## config.mk

```make
export PLATFORM = sky130hd
export DESIGN_NAME = online_otf_converter_r4
export DESIGN_NICKNAME = d
export VERILOG_FILES = /design/src/rtl/online_r4_pkg.sv /design/src/rtl/otf_step_r4.sv /design/src/rtl/online_otf_converter_r4.sv
export SDC_FILE = /design/constraint.sdc
export NUM_CORES = 1
export LEC_CHECK = 0
export ABC_AREA = 1
export CAP_MARGIN = 20
export CORE_UTILIZATION = 51
export CTS_BUF_LIST = sky130_fd_sc_hd__clkbuf_2
export CTS_CLUSTER_SIZE = 24
export DETAILED_ROUTE_END_ITERATION = 7
export GPL_ROUTABILITY_DRIVEN = 0
export PLACE_DENSITY = 0.74
export SYNTH_ARGS = -nofsm -noshare
export SYNTH_HDL_FRONTEND = slang
export SYNTH_SLANG_ARGS = --single-unit
export TNS_END_PERCENT = 10
```

## constraint.sdc

```tcl
create_clock -name clk -period 4.5 [get_ports clk]
set_input_delay 0.9 -clock clk [delete_from_list [all_inputs] [get_ports clk]]
set_output_delay 0.9 -clock clk [all_outputs]
set_load 0.005 [all_outputs]
```

## src/rtl/online_r4_pkg.sv

```systemverilog
// Shared definitions for the radix-4 online arithmetic blocks (adder,
// on-the-fly converter, and future multiplier). Digits are signed 3-bit
// values in {-3..3}; the code 3'b100 (-4) is never legal.
package online_r4_pkg;

    // Radix and redundancy factor of the digit set.
    localparam int R  = 4;
    localparam int A  = 3;

    // Digit width and legal digit range.
    localparam int DW = 3;
    localparam logic signed [DW-1:0] DIG_MIN     = -3'sd3;
    localparam logic signed [DW-1:0] DIG_MAX     = 3'sd3;
    localparam logic        [DW-1:0] DIG_ILLEGAL = 3'b100;

    // Word-framing state shared by the online blocks.
    typedef enum logic {
        IDLE = 1'b0,
        CONV = 1'b1
    } state_t;

    // True for the single code outside the legal digit set.
    function automatic logic is_illegal_digit(input logic [DW-1:0] d);
        return (d == DIG_ILLEGAL);
    endfunction

endpackage

```

## src/rtl/otf_step_r4.sv

```systemverilog
// Single-digit on-the-fly conversion step for radix 4.
// Given Q, QM (= Q-1) and a signed digit d in {-3..3}, produces the
// registers after appending d:
//   d>0 : Q' = 4Q  + d,     QM' = 4Q  + (d-1)
//   d=0 : Q' = 4Q,          QM' = 4QM + 3
//   d<0 : Q' = 4QM + (4+d), QM' = 4QM + (3+d)
// All arithmetic is modulo 2^OW, so each update is a 2-bit left shift
// followed by appending a 2-bit value; no carry chain is needed.
module otf_step_r4 #(
    parameter int OW = 9
) (
    input  logic [OW-1:0]     q,
    input  logic [OW-1:0]     qm,
    input  logic signed [2:0] d,
    output logic [OW-1:0]     q_nxt,
    output logic [OW-1:0]     qm_nxt
);

    // The appended 2-bit values: d mod 4 for Q and (d-1) mod 4 for QM.
    // For negative d these equal (4+d) and (3+d) respectively.
    logic [1:0] app_q;
    logic [1:0] app_qm;

    assign app_q  = d[1:0];
    assign app_qm = d[1:0] - 2'd1;

    // Select the shifted source register by digit sign, then append.
    always_comb begin
        q_nxt  = {q[OW-3:0], app_q};
        qm_nxt = {q[OW-3:0], app_qm};
        if (d == 3'sd0) begin
            q_nxt  = {q[OW-3:0], 2'b00};
            qm_nxt = {qm[OW-3:0], 2'b11};
        end else if (d < 3'sd0) begin
            q_nxt  = {qm[OW-3:0], app_q};
            qm_nxt = {qm[OW-3:0], app_qm};
        end
    end

endmodule

```

## src/rtl/online_otf_converter_r4.sv

```systemverilog
// Converts an MSD-first stream of signed radix-4 digits into a
// two's-complement integer, one result per NDIG-digit word, using
// on-the-fly conversion. Malformed streams raise sticky error flags.
//
// Output handshake: q_out is meaningful only while out_valid=1. A result
// transfers on every rising edge where out_valid & out_ready are both 1.
// While out_valid=1, q_out stays stable until that transfer. A new result
// may load on the same edge as a transfer; a result completing while an
// untransferred one is still held is dropped and flagged via ovf_err.
// The digit input has no back-pressure: every en=1 cycle is consumed.
module online_otf_converter_r4 #(
    parameter int NDIG = 8,
    parameter int DW   = 3,
    parameter int OW   = 2*NDIG+1
) (
    input  logic          clk,
    input  logic          reset,
    input  logic          en,
    input  logic          first,
    input  logic [DW-1:0] d_in,
    input  logic          out_ready,
    output logic [OW-1:0] q_out,
    output logic          out_valid,
    output logic          sync_err,
    output logic          dig_err,
    output logic          ovf_err
);

    import online_r4_pkg::*;

    localparam int CW = $clog2(NDIG + 1);
    localparam logic [CW-1:0] LAST_CNT = CW'(NDIG - 1);

    state_t        state;
    logic [CW-1:0] count;
    logic [OW-1:0] q;
    logic [OW-1:0] qm;

    logic              illegal;
    logic signed [2:0] d_eff;
    logic [OW-1:0]     base_q;
    logic [OW-1:0]     base_qm;
    logic [OW-1:0]     q_nxt;
    logic [OW-1:0]     qm_nxt;
    logic              completes;

    // Illegal digit code is replaced by zero so the word still converts.
    always_comb begin
        illegal = is_illegal_digit(d_in);
        d_eff   = illegal ? 3'sd0 : $signed(d_in[2:0]);
    end

    // A leading digit restarts from (0, -1); otherwise continue the word.
    always_comb begin
        base_q  = q;
        base_qm = qm;
        if (first) begin
            base_q  = '0;
            base_qm = '1;
        end
    end

    otf_step_r4 #(
        .OW(OW)
    ) u_step (
        .q      (base_q),
        .qm     (base_qm),
        .d      (d_eff),
        .q_nxt  (q_nxt),
        .qm_nxt (qm_nxt)
    );

    // The NDIG-th digit of a word is a non-leading digit accepted in CONV
    // when NDIG-1 digits have already been counted.
    always_comb begin
        completes = en && !first && (state == CONV) && (count == LAST_CNT);
    end

    // Framing FSM, Q/QM registers, output register and sticky errors.
    always_ff @(posedge clk) begin
        if (reset) begin
            state     <= IDLE;
            count     <= '0;
            q         <= '0;
            qm        <= '1;
            q_out     <= '0;
            out_valid <= 1'b0;
            sync_err  <= 1'b0;
            dig_err   <= 1'b0;
            ovf_err   <= 1'b0;
        end else begin
            // Consumer takes the held result.
            if (out_valid && out_ready) begin
                out_valid <= 1'b0;
            end

            if (en && illegal) begin
                dig_err <= 1'b1;
            end

            case (state)
                IDLE: begin
                    if (en && first) begin
                        q     <= q_nxt;
                        qm    <= qm_nxt;
                        count <= CW'(1);
                        state <= CONV;
                    end else if (en) begin
                        // Continuation digit with no word in progress.
                        sync_err <= 1'b1;
                    end
                end
                CONV: begin
                    if (en && first) begin
                        // Abort the partial word and start a fresh one.
                        sync_err <= 1'b1;
                        q        <= q_nxt;
                        qm       <= qm_nxt;
                        count    <= CW'(1);
                    end else if (completes) begin
                        q     <= q_nxt;
                        qm    <= qm_nxt;
                        count <= '0;
                        state <= IDLE;
                        if (out_valid && !out_ready) begin
                            ovf_err <= 1'b1;
                        end else begin
                            q_out     <= q_nxt;
                            out_valid <= 1'b1;
                        end
                    end else if (en) begin
                        q     <= q_nxt;
                        qm    <= qm_nxt;
                        count <= count + CW'(1);
                    end
                end
                default: begin
                    state <= IDLE;
                    count <= '0;
                end
            endcase
        end
    end

endmodule

```

==> impl_results.md <==
- Status: complete, no violations
- Net Sw Frac: 0.2957
- Worst-Skew Late Latency: 450 ps
- Seq/Total Area, Yosys: 0.3816
- Total vias in the final route: ~2,700
- Core ar.: 5540 um^2
- FFs w/ async S/R, synth: 0
- Diodes inserted: 0
- Crit path capture type: flip-flop
- Yosys top cell area share: 0.3816
- Drt drc: 0
- Top cells by area, synth: dfxtp_1 (38%), nand2_1 (20%), nor2_1 (10%)
- Relative slew margins: 0.4041
- Switching pwr: 284.6 uW
- Vias/cell: 4.842
- Register clock-pin slew on the reported worst setup and hold paths: 260 ps
- Max cap viols: 0
- Post-CTS Hold Fix Bufs: 0
- Area Overhead vs Synth: 10.39%
- CTS sink count: 56
- Initial antenna violation count: 0
- 1st-pass router iterations: 5
- Antenna Nets Post-Route: 0
- Inst Count DP: 550
- Die Span Y: 77.90 um
- TritonCTS Buffers: 5
- Internal power: 677.8 uW
- CTS tree: yes
- Fmax: 362.3 MHz
- Syn avg cell area: slightly above 6 um^2
- Min-Delay Path Class: flip-flop to flip-flop
- Remaining Overflow, GRT: 0
- Startpoint types: input port
- Die X: 77.90 um
- Mapped Cells: 473
- GRT Overall Usage: 0.2252
- Sequential Power Share: 0.574
- Req. time, crit path: 4870 ps
- WL per Instance: 11.01 um
- Synth Warn #: 0
- # rows: 27
- Synth Flop Type: dfxtp_1
- Starting density of the core: 0.5303
- Final hold vios: 0
- CP Class: input port to flip-flop
- Comb pwr share: 0.172
- Largest net degree at the start of global routing: 37
- Filler cells: 541
- Commonest non-fill, non-tap cell in the layout: nand2_1
- DR iter-0 viols: 247
- Final nets: roughly 500
- Period utilisation layout: 0.6134
- Setup TNS Final: 0 ps
- DRT Wirelength: slightly above 6000 um
- Worst EP arrival: 3130 ps
- Number of port buffers: 28
- Synth area leader: dfxtp_1
- Number of synthesized flops with an enable pin: 0
- FF+latch area: 1121 um^2
- Clock Skew: ~23 ps
- H-tree depth: 2
- P_leak: between 0.0015 and 0.002 uW
- Max-slew violation count: 0
- Setup violators final: 0
- Most frequent cells in the layout: nand2_1 (157), nor2_1 (82), dfxtp_1 (56)
- Multi-input combinational cell area: around 1500 um^2
- Cell Pwr Density: 296.7 nW/um^2
- Worst-Margin Slew: 893.8 ps
- Die area: roughly 6100 um^2
- Net Count, Synth: slightly below 500
- Post-CTS Setup Inserts: 0
- Yosys reg bits: 56
- First-pass GRT wire length: 11,090 um
- Max VDD drop: 161.1 uV
- Post-Synthesis Cell Area: 2938 um^2
- Layout cells sized above 1: 0.03909
- Clock share of power: 0.254
- Max clock buf depth: 2
- Final core utilization: 0.5854
- Fin cells: 558
- PostCTS Resize Cnt: 0
- HPWL after detailed placement: 4277 um
- Ports: 29
- CTS Root Cell: clkbuf_2
- Synth cell types: 21
- RSZ-0062 raised after global routing: false
- Min Tclk post-route: 2760 ps
- Top fanout value on the critical path: 32
- Vias in the first global route: 2,452
[worst paths after layout]
check	startpoint	cells past startpoint	slack, ps	endpoint
setup / recovery	first	8	1740	q_out[16]
hold / removal	dig_err	2	480	dig_err
setup reg to reg	count[0]	6	2570	q_out[16]
hold reg to reg	dig_err	2	480	dig_err
[Yosys cell counts, drive strengths merged (2+ instances only)]
library cell,number
o21ai,16
o21a,2
clkbuf,6
inv,48
nand2,157
buf,21
dfxtp,56
ha,5
nand3,52
a21oi,23
nor2,85
[cells by family after synthesis]
family,count (synthesis),share of synthesized area
and+or+nand+nor,294,0.4037
buffers and inverters,75,0.1150
DFF,56,0.3816
AOI/OAI and AO/OA,42,0.07539
adders and majority gates,5,0.02129
xor gates and xnor gates,1,0.002982
[power groups by stage]
stage	Combinational [uW]	Sequential (uW)	Clock, uW
6_report	166	552	245
5_1_grt	192	557	273
4_1_cts	166	552	254
3_5_place_dp	166	560	0
3_3_place_gp	163	560	0
2_1_floorplan	136	554	0
[metal layers]
metal  global-route usage  routed length [um]
met1               0.3089                3289
met2               0.3637                2569
met3              0.03882                 222
met4              0.06111                  61
met5                    0                   0
[critical path: stages]
cell and delay (ps):
clkdlybuf4s50_1 390, buf_4 210, inv_2 380, nand3_1 210, inv_1 110, nand3_2 490, a21oi_1 360, nor2_1 60
[registers in the layout (all words and copies together), names as in the netlist]
| name | flops |
|---|---|
| ovf_err | 1 |
| q_out | 17 |
| dig_err | 1 |
| count | 4 |
| q | 15 |
| sync_err | 1 |
| out_valid | 1 |
| state | 1 |
| qm | 15 |
[through the flow]
stage / worst slack, ps / cell area, um^2 / total power (uW) / hold WS [ps]
final: 1740 / 3243 / 962.4 / 475.6
after global routing: 1555 / 3243 / 1021 / 502.5
after CTS: 1785 / 3243 / 971.3 / 481.6
after detailed placement: 1265 / 3181 / 725.7 / 450.4
after global placement: 1281 / 3181 / 722.6 / 442.3
after floorplan: 2435 / 2938 / 690.1 / 440.8
[area by class of cell]
type	count	area share
Inverter	48	0.05556
Clock buffer	5	0.007716
Clock inverter	3	0.01157
Timing Repair Buffer	32	0.09568
Sequential cell	56	0.3457
Multi-Input combinational cell	342	0.4560
Tap cell	72	0.02778
Note: power is estimated with default switching activity, not from simulation.
